[config.mk]
export PLATFORM = sky130hd
export DESIGN_NAME = branch_predict_unit
export DESIGN_NICKNAME = d
export VERILOG_FILES = /design/src/rtl/branch_pkg.sv /design/src/rtl/branch_bht.sv /design/src/rtl/branch_predict_unit.sv
export SDC_FILE = /design/constraint.sdc
export NUM_CORES = 1
export LEC_CHECK = 0
export ABC_AREA = 1
export CORE_MARGIN = 2
export CORE_UTILIZATION = 45
export CTS_CLUSTER_DIAMETER = 50
export DETAILED_ROUTE_END_ITERATION = 6
export MAX_ROUTING_LAYER = met4
export PLACE_DENSITY_LB_ADDON = 0.12
export SETUP_SLACK_MARGIN = 0.05
export SYNTH_ARGS = -nofsm -noshare
export SYNTH_HDL_FRONTEND = slang
export SYNTH_SLANG_ARGS = --single-unit
[constraint.sdc]
create_clock -name clk_in -period 3.15 [get_ports clk_in]
set_input_delay 0.63 -clock clk_in [delete_from_list [all_inputs] [get_ports clk_in]]
set_output_delay 0.63 -clock clk_in [all_outputs]
set_load 0.01 [all_outputs]
[src/rtl/branch_pkg.sv]
// Shared encodings for the branch predict/resolve unit: opcode classes,
// funct3 compare codes and the 2-bit saturating counter used by the BHT.
package branch_pkg;

  localparam logic [4:0] OPC_BRANCH = 5'b11000;
  localparam logic [4:0] OPC_JAL    = 5'b11011;
  localparam logic [4:0] OPC_JALR   = 5'b11001;

  localparam logic [2:0] F3_BEQ  = 3'b000;
  localparam logic [2:0] F3_BNE  = 3'b001;
  localparam logic [2:0] F3_BLT  = 3'b100;
  localparam logic [2:0] F3_BGE  = 3'b101;
  localparam logic [2:0] F3_BLTU = 3'b110;
  localparam logic [2:0] F3_BGEU = 3'b111;

  typedef enum logic [1:0] {
    CF_NONE,
    CF_BRANCH,
    CF_JAL,
    CF_JALR
  } cf_kind_e;

  typedef logic [1:0] bht_ctr_t;

  // Weakly not-taken, so a single taken outcome flips the prediction.
  localparam bht_ctr_t BHT_CTR_RESET = 2'b01;

  function automatic bht_ctr_t bht_ctr_next(input bht_ctr_t ctr, input logic taken);
    bht_ctr_t nxt;
    nxt = ctr;
    if (taken && (ctr != 2'b11)) begin
      nxt = ctr + 2'b01;
    end else if (!taken && (ctr != 2'b00)) begin
      nxt = ctr - 2'b01;
    end
    return nxt;
  endfunction

  function automatic cf_kind_e decode_cf(input logic [4:0] opcode);
    cf_kind_e kind;
    case (opcode)
      OPC_BRANCH: kind = CF_BRANCH;
      OPC_JAL:    kind = CF_JAL;
      OPC_JALR:   kind = CF_JALR;
      default:    kind = CF_NONE;
    endcase
    return kind;
  endfunction

endpackage

[src/rtl/branch_bht.sv]
// Branch history table of 2-bit saturating counters with one combinational
// read port and one write port; reads always see the pre-write contents.
module branch_bht
  import branch_pkg::*;
#(
  parameter int DEPTH = 16,
  parameter int IDX_W = $clog2(DEPTH)
) (
  input  logic             clk_i,
  input  logic             rst_i,
  input  logic [IDX_W-1:0] rd_idx_i,
  output bht_ctr_t         rd_ctr_o,
  input  logic             wr_en_i,
  input  logic [IDX_W-1:0] wr_idx_i,
  input  logic             wr_taken_i
);

  bht_ctr_t ctr_q [DEPTH];
  bht_ctr_t wr_ctr_d;

  assign rd_ctr_o = ctr_q[rd_idx_i];
  assign wr_ctr_d = bht_ctr_next(ctr_q[wr_idx_i], wr_taken_i);

  always_ff @(posedge clk_i) begin
    if (rst_i) begin
      for (int i = 0; i < DEPTH; i++) begin
        ctr_q[i] <= BHT_CTR_RESET;
      end
    end else if (wr_en_i) begin
      ctr_q[wr_idx_i] <= wr_ctr_d;
    end
  end

endmodule

[src/rtl/branch_predict_unit.sv]
// Branch predictor (BHT lookup at fetch) plus branch/jump resolver with a
// one-cycle registered result, mispredict flag and mispredict counter.
module branch_predict_unit
  import branch_pkg::*;
#(
  parameter int XLEN      = 32,
  parameter int BHT_DEPTH = 16
) (
  input  logic            clk_in,
  input  logic            rst_in,
  input  logic            fetch_valid_in,
  input  logic [XLEN-1:0] fetch_pc_in,
  output logic            pred_taken_o,
  input  logic            valid_in,
  input  logic [XLEN-1:0] pc_in,
  input  logic [XLEN-1:0] rs1_in,
  input  logic [XLEN-1:0] rs2_in,
  input  logic [XLEN-1:0] imm_in,
  input  logic [4:0]      opcode_6_2_in,
  input  logic [2:0]      fun_3_in,
  input  logic            pred_taken_in,
  output logic            valid_o,
  output logic            branch_taken_o,
  output logic [XLEN-1:0] target_o,
  output logic            mispredict_o,
  output logic [31:0]     mispredict_cnt_o
);

  localparam int IDX_W = $clog2(BHT_DEPTH);

  logic [IDX_W-1:0] fetch_idx;
  logic [IDX_W-1:0] resolve_idx;
  bht_ctr_t         fetch_ctr;
  logic             bht_wr_en;
  logic             fetch_pc_unused;

  cf_kind_e         cf_kind;
  logic             legal_branch;
  logic             jump;
  logic             cond_taken;
  logic             taken;
  logic             mispredict;
  logic [XLEN-1:0]  pc_plus_imm;
  logic [XLEN-1:0]  pc_plus_4;
  logic [XLEN-1:0]  jalr_sum;
  logic [XLEN-1:0]  target;

  logic             pred_q, pred_d;
  logic             valid_q, valid_d;
  logic             taken_q, taken_d;
  logic             mispred_q, mispred_d;
  logic [XLEN-1:0]  target_q, target_d;
  logic [31:0]      mcnt_q, mcnt_d;

  // Word-aligned PCs: the two low bits carry no information for indexing.
  assign fetch_idx       = fetch_pc_in[IDX_W+1:2];
  assign resolve_idx     = pc_in[IDX_W+1:2];
  assign fetch_pc_unused = ^{fetch_pc_in[XLEN-1:IDX_W+2], fetch_pc_in[1:0]};
  assign bht_wr_en       = valid_in && legal_branch && !rst_in;

  branch_bht #(
    .DEPTH (BHT_DEPTH),
    .IDX_W (IDX_W)
  ) u_bht (
    .clk_i      (clk_in),
    .rst_i      (rst_in),
    .rd_idx_i   (fetch_idx),
    .rd_ctr_o   (fetch_ctr),
    .wr_en_i    (bht_wr_en),
    .wr_idx_i   (resolve_idx),
    .wr_taken_i (cond_taken)
  );

  always_comb begin
    cf_kind      = decode_cf(opcode_6_2_in);
    legal_branch = 1'b0;
    cond_taken   = 1'b0;
    if (cf_kind == CF_BRANCH) begin
      legal_branch = 1'b1;
      case (fun_3_in)
        F3_BEQ:  cond_taken = (rs1_in == rs2_in);
        F3_BNE:  cond_taken = (rs1_in != rs2_in);
        F3_BLT:  cond_taken = ($signed(rs1_in) <  $signed(rs2_in));
        F3_BGE:  cond_taken = ($signed(rs1_in) >= $signed(rs2_in));
        F3_BLTU: cond_taken = (rs1_in <  rs2_in);
        F3_BGEU: cond_taken = (rs1_in >= rs2_in);
        default: legal_branch = 1'b0;
      endcase
    end
    jump       = (cf_kind == CF_JAL) || (cf_kind == CF_JALR);
    taken      = jump || (legal_branch && cond_taken);
    mispredict = (legal_branch || jump) && (taken != pred_taken_in);

    pc_plus_imm = pc_in + imm_in;
    pc_plus_4   = pc_in + XLEN'(4);
    jalr_sum    = rs1_in + imm_in;
    if (!taken) begin
      target = pc_plus_4;
    end else if (cf_kind == CF_JALR) begin
      target = {jalr_sum[XLEN-1:1], 1'b0};
    end else begin
      target = pc_plus_imm;
    end
  end

  // Result flags are single-cycle pulses; target and prediction are sticky.
  always_comb begin
    pred_d    = pred_q;
    valid_d   = 1'b0;
    taken_d   = 1'b0;
    mispred_d = 1'b0;
    target_d  = target_q;
    mcnt_d    = mcnt_q;
    if (fetch_valid_in) begin
      pred_d = fetch_ctr[1];
    end
    if (valid_in) begin
      valid_d   = 1'b1;
      taken_d   = taken;
      mispred_d = mispredict;
      target_d  = target;
      if (mispredict) begin
        mcnt_d = mcnt_q + 32'd1;
      end
    end
  end

  always_ff @(posedge clk_in) begin
    if (rst_in) begin
      pred_q    <= 1'b0;
      valid_q   <= 1'b0;
      taken_q   <= 1'b0;
      mispred_q <= 1'b0;
      target_q  <= '0;
      mcnt_q    <= '0;
    end else begin
      pred_q    <= pred_d;
      valid_q   <= valid_d;
      taken_q   <= taken_d;
      mispred_q <= mispred_d;
      target_q  <= target_d;
      mcnt_q    <= mcnt_d;
    end
  end

  assign pred_taken_o     = pred_q;
  assign valid_o          = valid_q;
  assign branch_taken_o   = taken_q;
  assign target_o         = target_q;
  assign mispredict_o     = mispred_q;
  assign mispredict_cnt_o = mcnt_q;

endmodule
==> impl_results.md, run 1 <==
* Drt total wl at slightly above 40000 um
* Number of antenna violations at the first check in global routing at 0
* Final Cycle Share at 0.963
* Die area at 25700 um2
* DR vias at 13491
* Synth Cell Area at approximately 11000 um2
* Clock Root Buffer: clkbuf_16
* Drt wl/cell at 16.4 um
* Worst Hold Slack at 0.466 ns
* RSZ-0062 raised after global routing: true
* Tot GR Track Use at 0.307
* Final Hold Fails at 0
* Gpl congestion at 0.999
* DRT Pass-1 Iters at 7
* Layout Area Growth over Synthesis at 51.9%
* Failing checks: DRC
* Fin cells at 2492
* Max Cap Violations at 0
* Diode count at 0
* Predominant post-synthesis flop cell: dfxtp_1
* PD cells at 279 nW/um2
* P_int at slightly above 3 mW
* Clock network power share at 0.259
* Syn Area/Cell at roughly 6.4 um2
* Seq/Total Area, Yosys at 0.211
* Fin worst setup slack at 0.116 ns
* Vias per inst at ~5.4
* Clock slew at reported path FFs at 0.07 ns
* Crit path max fanout at 3
* Num rows at 57
* Slew headroom at 0.394
* Number of synthesized flops with an enable pin at 32
* First-pass GRT wire length at just over 60000 um
* Remaining antenna violation count at 0
* Die W at 160 um
* Worst skew pair latency at 0.35 ns
* Clock tree sinks at 100
* H-Tree Depth at 3
* Commonest non-fill, non-tap cell in the layout: nand2_1
* Net Sw Frac at 0.343
* Worst vdd ir at 299 uV
* Most frequent cells in the layout: nand2_1 (346), buf_4 (248), nor2_1 (167), inv_1 (161), a21oi_1 (157)
* Synth Warn # at 0
* WP data arrival at ~3.3 ns
* TritonCTS clock tree: done
* Core Area at 24200 um2
* Maximum clock rate at 0.330 GHz
* Startpoint types: input pin
* Worst Setup End Kind: flop
* Syn Nets at just under 2000
* Mapped Cells at 1712
* Final setup vio count at 0
* Placed Cells at approximately 2500
* Initial Utilization at 0.455
* Num CTS Buffers at 9
* Worst-case clock buffer depth at 2
* Setup Skew at around 0.011 ns
* HPWL after DPL at 32100 um
* Drc violations at 2
* Share of layout cells above drive strength 1 at 0.204
* Outcome: complete, but fails checks
* Critical Path RT at around 3.4 ns
* NetSw at 1.60 mW
* Combinational fraction of design power at 0.442
* Measured slew at the worst slew-check pin at 0.908 ns
* Post-Place Worst Slack at -0.507 ns
* Post-route minimum period at between 3 and 4 ns
* Net count, final at approximately 2400
* Yosys cell types at 56
* Drt initial violations at 963
* Post-synthesis async set-or-reset flop share at 0
* Leakage at ~7.8 nW
* # port buffers at 212
* Filler instances at slightly above 2000
* Largest net degree at the start of global routing at 47
* Overflow after GRT at 0
* Final Slew Violations at 0
* I/O Pins at 241
* Vias in the first global route at between 10000 and 15000
* Synth Register Bits at 100
* HP Class: reg2reg
* Die height at 160 um
* Crit Path Category: in2reg
* Sequential share of power at 0.299
registers in the layout (all words and copies together) (netlist names):
name / flops
branch_taken_o: 1
mispredict_o: 1
pred_taken_o: 1
target_o: 32
u_bht.ctr_q: 32
valid_o: 1
mispredict_cnt_o: 32
cell families after synthesis:
family	synth area share
compound gates	0.200
xor+xnor	0.0581
fa+ha+maj	0.117
buf+inv	0.0879
flops	0.211
mux	0.00182
simple gates	0.324
path summary, 6_finish.rpt:
kind | startpoint | endpoint | slack, ns | depth (start not counted)
worst min-delay path | target_o[28] | target_o[28] | 0.47 | 2
worst max-delay path | pc_in[7] | target_o[30] | 0.12 | 16
worst max register to register | mispredict_cnt_o[1] | mispredict_cnt_o[26] | 0.85 | 11
worst min register to register | target_o[28] | target_o[28] | 0.47 | 2
cell type report:
class	count	area, um2	share of cell area
well taps	324	405	0.0242
clock buffers	9	225	0.0135
inverters	198	743	0.0444
flip-flops and latches	100	2320	0.139
multi-input cells	1367	8300	0.496
clock inverters	7	97.6	0.00584
repair buffers	487	4630	0.277
routing by layer:
metal  up-vias  track usage  wire, um
met5         -            -         0
met4         0        0.100      1470
met3       101       0.0160      1810
met2       452        0.533     19700
met1      6199        0.385     17900
li1       6739            -         -
per-stage QoR:
step / cell area, um2 / util / power (mW) / TNS, ns
after detailed placement: 15500 / 0.641 / 3.31 / -43.47
after CTS: 16100 / 0.668 / 4.56 / 0
after global routing: 16700 / 0.692 / 4.91 / -0.0115
after global placement: 15500 / 0.641 / 3.28 / -35.02
final: 16700 / 0.692 / 4.67 / 0
after floorplan: 11000 / - / 2.32 / 0
power groups by stage:
stage / sequential [mW] / clock (mW) / combinational, mW
3_3_place_gp: 1.42 / 0 / 1.86
3_5_place_dp: 1.42 / 0 / 1.89
6_report: 1.39 / 1.21 / 2.06
2_1_floorplan: 1.43 / 0 / 0.894
4_1_cts: 1.39 / 1.22 / 1.95
5_1_grt: 1.40 / 1.27 / 2.25
synthesized netlist by cell type (all sizes together) (3+ instances only):
| cell type | instances | area (um2) |
|---|---|---|
| clkbuf | 26 | 97.6 |
| nor3 | 38 | 195 |
| nand3 | 100 | 546 |
| ha | 100 | 1250 |
| xor2 | 56 | 490 |
| o21a | 6 | 45.0 |
| nor4 | 16 | 121 |
| o211ai | 6 | 45.0 |
| or2 | 9 | 56.3 |
| inv | 196 | 736 |
| a21boi | 22 | 176 |
| a21o | 6 | 45.0 |
| xnor2 | 17 | 149 |
| o221ai | 4 | 35.0 |
| a31oi | 16 | 100 |
| nor2 | 181 | 732 |
| nand4 | 63 | 394 |
| a21oi | 169 | 853 |
| dfxtp | 68 | 1360 |
| o21ai | 139 | 707 |
| edfxtp | 32 | 961 |
| o21bai | 11 | 82.6 |
| o22ai | 9 | 56.3 |
| buf | 21 | 126 |
| nand3b | 3 | 22.5 |
| nand2 | 381 | 1470 |
worst max-delay path, stage by stage:
cell and delay [ns]:
clkdlybuf4s50_1 0.48, ha_1 0.37, a21oi_1 0.24, buf_4 0.15, nor2_1 0.05, o21ai_0 0.15
nand3_1 0.19, a21oi_1 0.21, inv_1 0.11, nand3_1 0.09, nand2_1 0.08, a21oi_1 0.12
o21ai_0 0.10, nand3_1 0.11, nand3_1 0.09, a21oi_1 0.13
repair_timing:
action / in CTS / in global routing
cloned: 3 / 1
endpoints found under the setup margin: 89 / 98
gates resized for setup: 54 / 150
hold buffers: 0 / 0
buffers inserted: 4 / 8
pin swaps: 29 / 52
Power figures use the tool's default switching activity.
==> run 2: changes to the inputs <==
Settings changed: CAP_MARGIN from default to 20, CORE_MARGIN 2 to 3.
==> run 2 against run 1 <==
Against the previous run:
- the flow now finishes without violations
- die area rose by 2.5%
- sequential power barely moved
- count of clock-buffer cells in the layout did not move
- clock power fell by 9.9%
- first-iteration DRC count rose by 12%
- global-route usage fell by 0.16 points
- power fell by 3.5%
- via count fell by 0.87%
- register-to-register slack improved by 0.02 ns
- non-clock buffer count fell by 20
- largest cell class unchanged
- largest power group unchanged
- highest routed layer unchanged
==> impl_results.md, run 2 (same netlist as run 1, synthesis figures left out) <==
* Num CTS Buffers at 9
* Vias per inst at 5.42
* Clock tree sinks at 100
* Most frequent cells in the layout: nand2_1 (334), buf_4 (225), inv_1 (169), nor2_1 (167), a21oi_1 (151)
* PD cells at 272 nW/um2
* Core Area at 23800 um2
* Startpoint types: input pin
* Remaining antenna violation count at 0
* Setup Skew at 0.0109 ns
* CP bufs+invs at 8
* Final Hold Fails at 0
* Post-route minimum period at 3.01 ns
* H-Tree Depth at 3
* Drt wl/cell at 16.5 um
* Drt total wl at 40800 um
* WP data arrival at 3.12 ns
* Util after Layout at 0.698
* Clock Root Buffer: clkbuf_16
* Worst Hold End: target_o[3]
* R2R Path Start: mispredict_cnt_o[1]
* Slowest CP cell: ha_4
* I/O Pins at about 240
* Post-Place Worst Slack at -0.532 ns
* Overflow after GRT at 0
* Hold_buf cts at 0
* Max Cap Violations at 0
* Number of antenna violations at the first check in global routing at 0
* Crit Path Category: in2reg
* Crit path max fanout at 8
* Largest net degree at the start of global routing at 47
* Final setup vio count at 0
* Maximum clock rate at 0.332 GHz
* Worst skew pair latency at 0.35 ns
* Diode count at 0
* Worst Hold Path Cells at 2
* Fin worst setup slack at 0.138 ns
* Worst Reg-to-Reg Cells at 11
* Worst vdd ir at 259 uV
* Hold path startpoint: target_o[3]
* DR vias at 13373
* Share of layout cells above drive strength 1 at 0.204
* Crit-path leading delay family: simple AND/OR/NAND/NOR gates
* HPWL after DPL at ~32000 um
* Final setup TNS at 0 ns
* TritonCTS clock tree: done
* Final Slew Violations at 0
* Gpl congestion at 0.950
* Vias in the first global route at 12749
* Net count, final at 2418
* Slew headroom at 0.366
* Final Cycle Share at 0.956
* Post-route total power at 4.51 mW
* Clock slew at reported path FFs at 0.08 ns
* Tot GR Track Use at 0.306
* Leakage at 7.50 nW
* # port buffers at 212
* DRT Pass-1 Iters at 5
* Outcome: finished, final reports clean
* Die area at approximately 26000 um2
* RR Endpoint: mispredict_cnt_o[26]
* Worst Setup End Kind: flop
* Measured slew at the worst slew-check pin at ~0.95 ns
* Layout Area Growth over Synthesis at 50.6%
* RSZ-0062 raised after global routing: false
* Initial Utilization at 0.463
* Worst-case clock buffer depth at 2
* Critical Path RT at around 3.3 ns
* R2R setup slack at 0.87 ns
* First-pass GRT wire length at 63600 um
* CP peak stage delay at 0.26 ns
* Num rows at 56
* Drc violations at 0
* Die height at 162 um
* Crit-path cells: dlygate4sd2_1, inv_2, ha_4, nand2_2, nor2_4, nand4_1, nor2_1, buf_4, nand2_4, buf_6, nand3_4, nand2_2, inv_2, nor2_4, nand3_4, nand2_8, buf_6, nor2_4, inv_2, nand3_4, clkbuf_16, nand3_2
* Die W at 162 um
* Commonest non-fill, non-tap cell in the layout: nand2_1
* HP Class: reg2reg
* Drt initial violations at 1077
-- run 2: cell count changes in the layout (fill, tap and decap cells not counted), moves of 12 or more --
cell and change:
nand3_1 -14, buf_4 -23, dlygate4sd2_1 +19, dlymetal6s2s_1 -24, nand2_1 -12
-- run 2: metrics by stage --
stage / instances / hold WS [ns] / cell area [um2]
detailed placement: 2436 / 0.457 / 15300
global route: 2467 / 0.497 / 16600
CTS: 2464 / 0.470 / 16100
floorplan: 1712 / 0.490 / 11000
global placement: 2436 / 0.455 / 15300
finish: 2467 / 0.469 / 16600
-- run 2: worst reg2reg max path: cells and delay by family (launching register included) --
kind / cells / cell delay, ns
AO/OA/AOI/OAI: 1 / 0.15
buffers and inverters: 2 / 0.20
flip-flops: 1 / 0.37
AND/OR/NAND/NOR: 6 / 1.12
adder cells (fa/ha/maj): 1 / 0.25
XOR/XNOR: 1 / 0.14
-- run 2: timing repair --
action                     CTS  global route
setup endpoints to repair   87            97
pin swaps                   20            53
cloned                       3             2
resized for setup          104           130
setup buffers                9             3
-- run 2: power by group --
part / switching (mW) / total (mW) / leakage, nW / internal (mW)
clock network: 0.537 / 1.09 / 0.136 / 0.551
registers: 0.0255 / 1.39 / 0.841 / 1.37
logic: 1.06 / 2.02 / 6.53 / 0.964
total: 1.62 / 4.51 / 7.50 / 2.88
-- run 2: worst max path at each step --
stage,start,endpoint,slack (ns),cells after the start
3_5_place_dp,rs2_in[15],mispredict_cnt_o[13],-0.53,21
2_1_floorplan,rs2_in[31],u_bht.ctr_q[10][1],0.40,20
4_1_cts,rs2_in[25],mispredict_cnt_o[8],0.03,21
5_1_grt,rs2_in[5],u_bht.ctr_q[0][0],0.03,22
3_3_place_gp,rs2_in[15],mispredict_cnt_o[0],-0.45,22
6_report,rs2_in[5],u_bht.ctr_q[0][0],0.14,22
-- run 2: metal layers --
layer / vias to the layer above / track usage / part of all wire
met4: 0 / 0.0876 / 0.027
li1: 6699 / - / -
met1: 6117 / 0.382 / 0.43
met2: 475 / 0.532 / 0.49
met5: - / - / 0
met3: 82 / 0.0234 / 0.051
-- run 2: final cells by class --
cell class	instances	area, um2
repair buffers	467	4440
fillers	2052	7170
clock inverters	7	60.1
flip-flops and latches	100	2320
inverters	198	744
clock buffers	9	225
multi-input cells	1367	8390
well taps	319	399
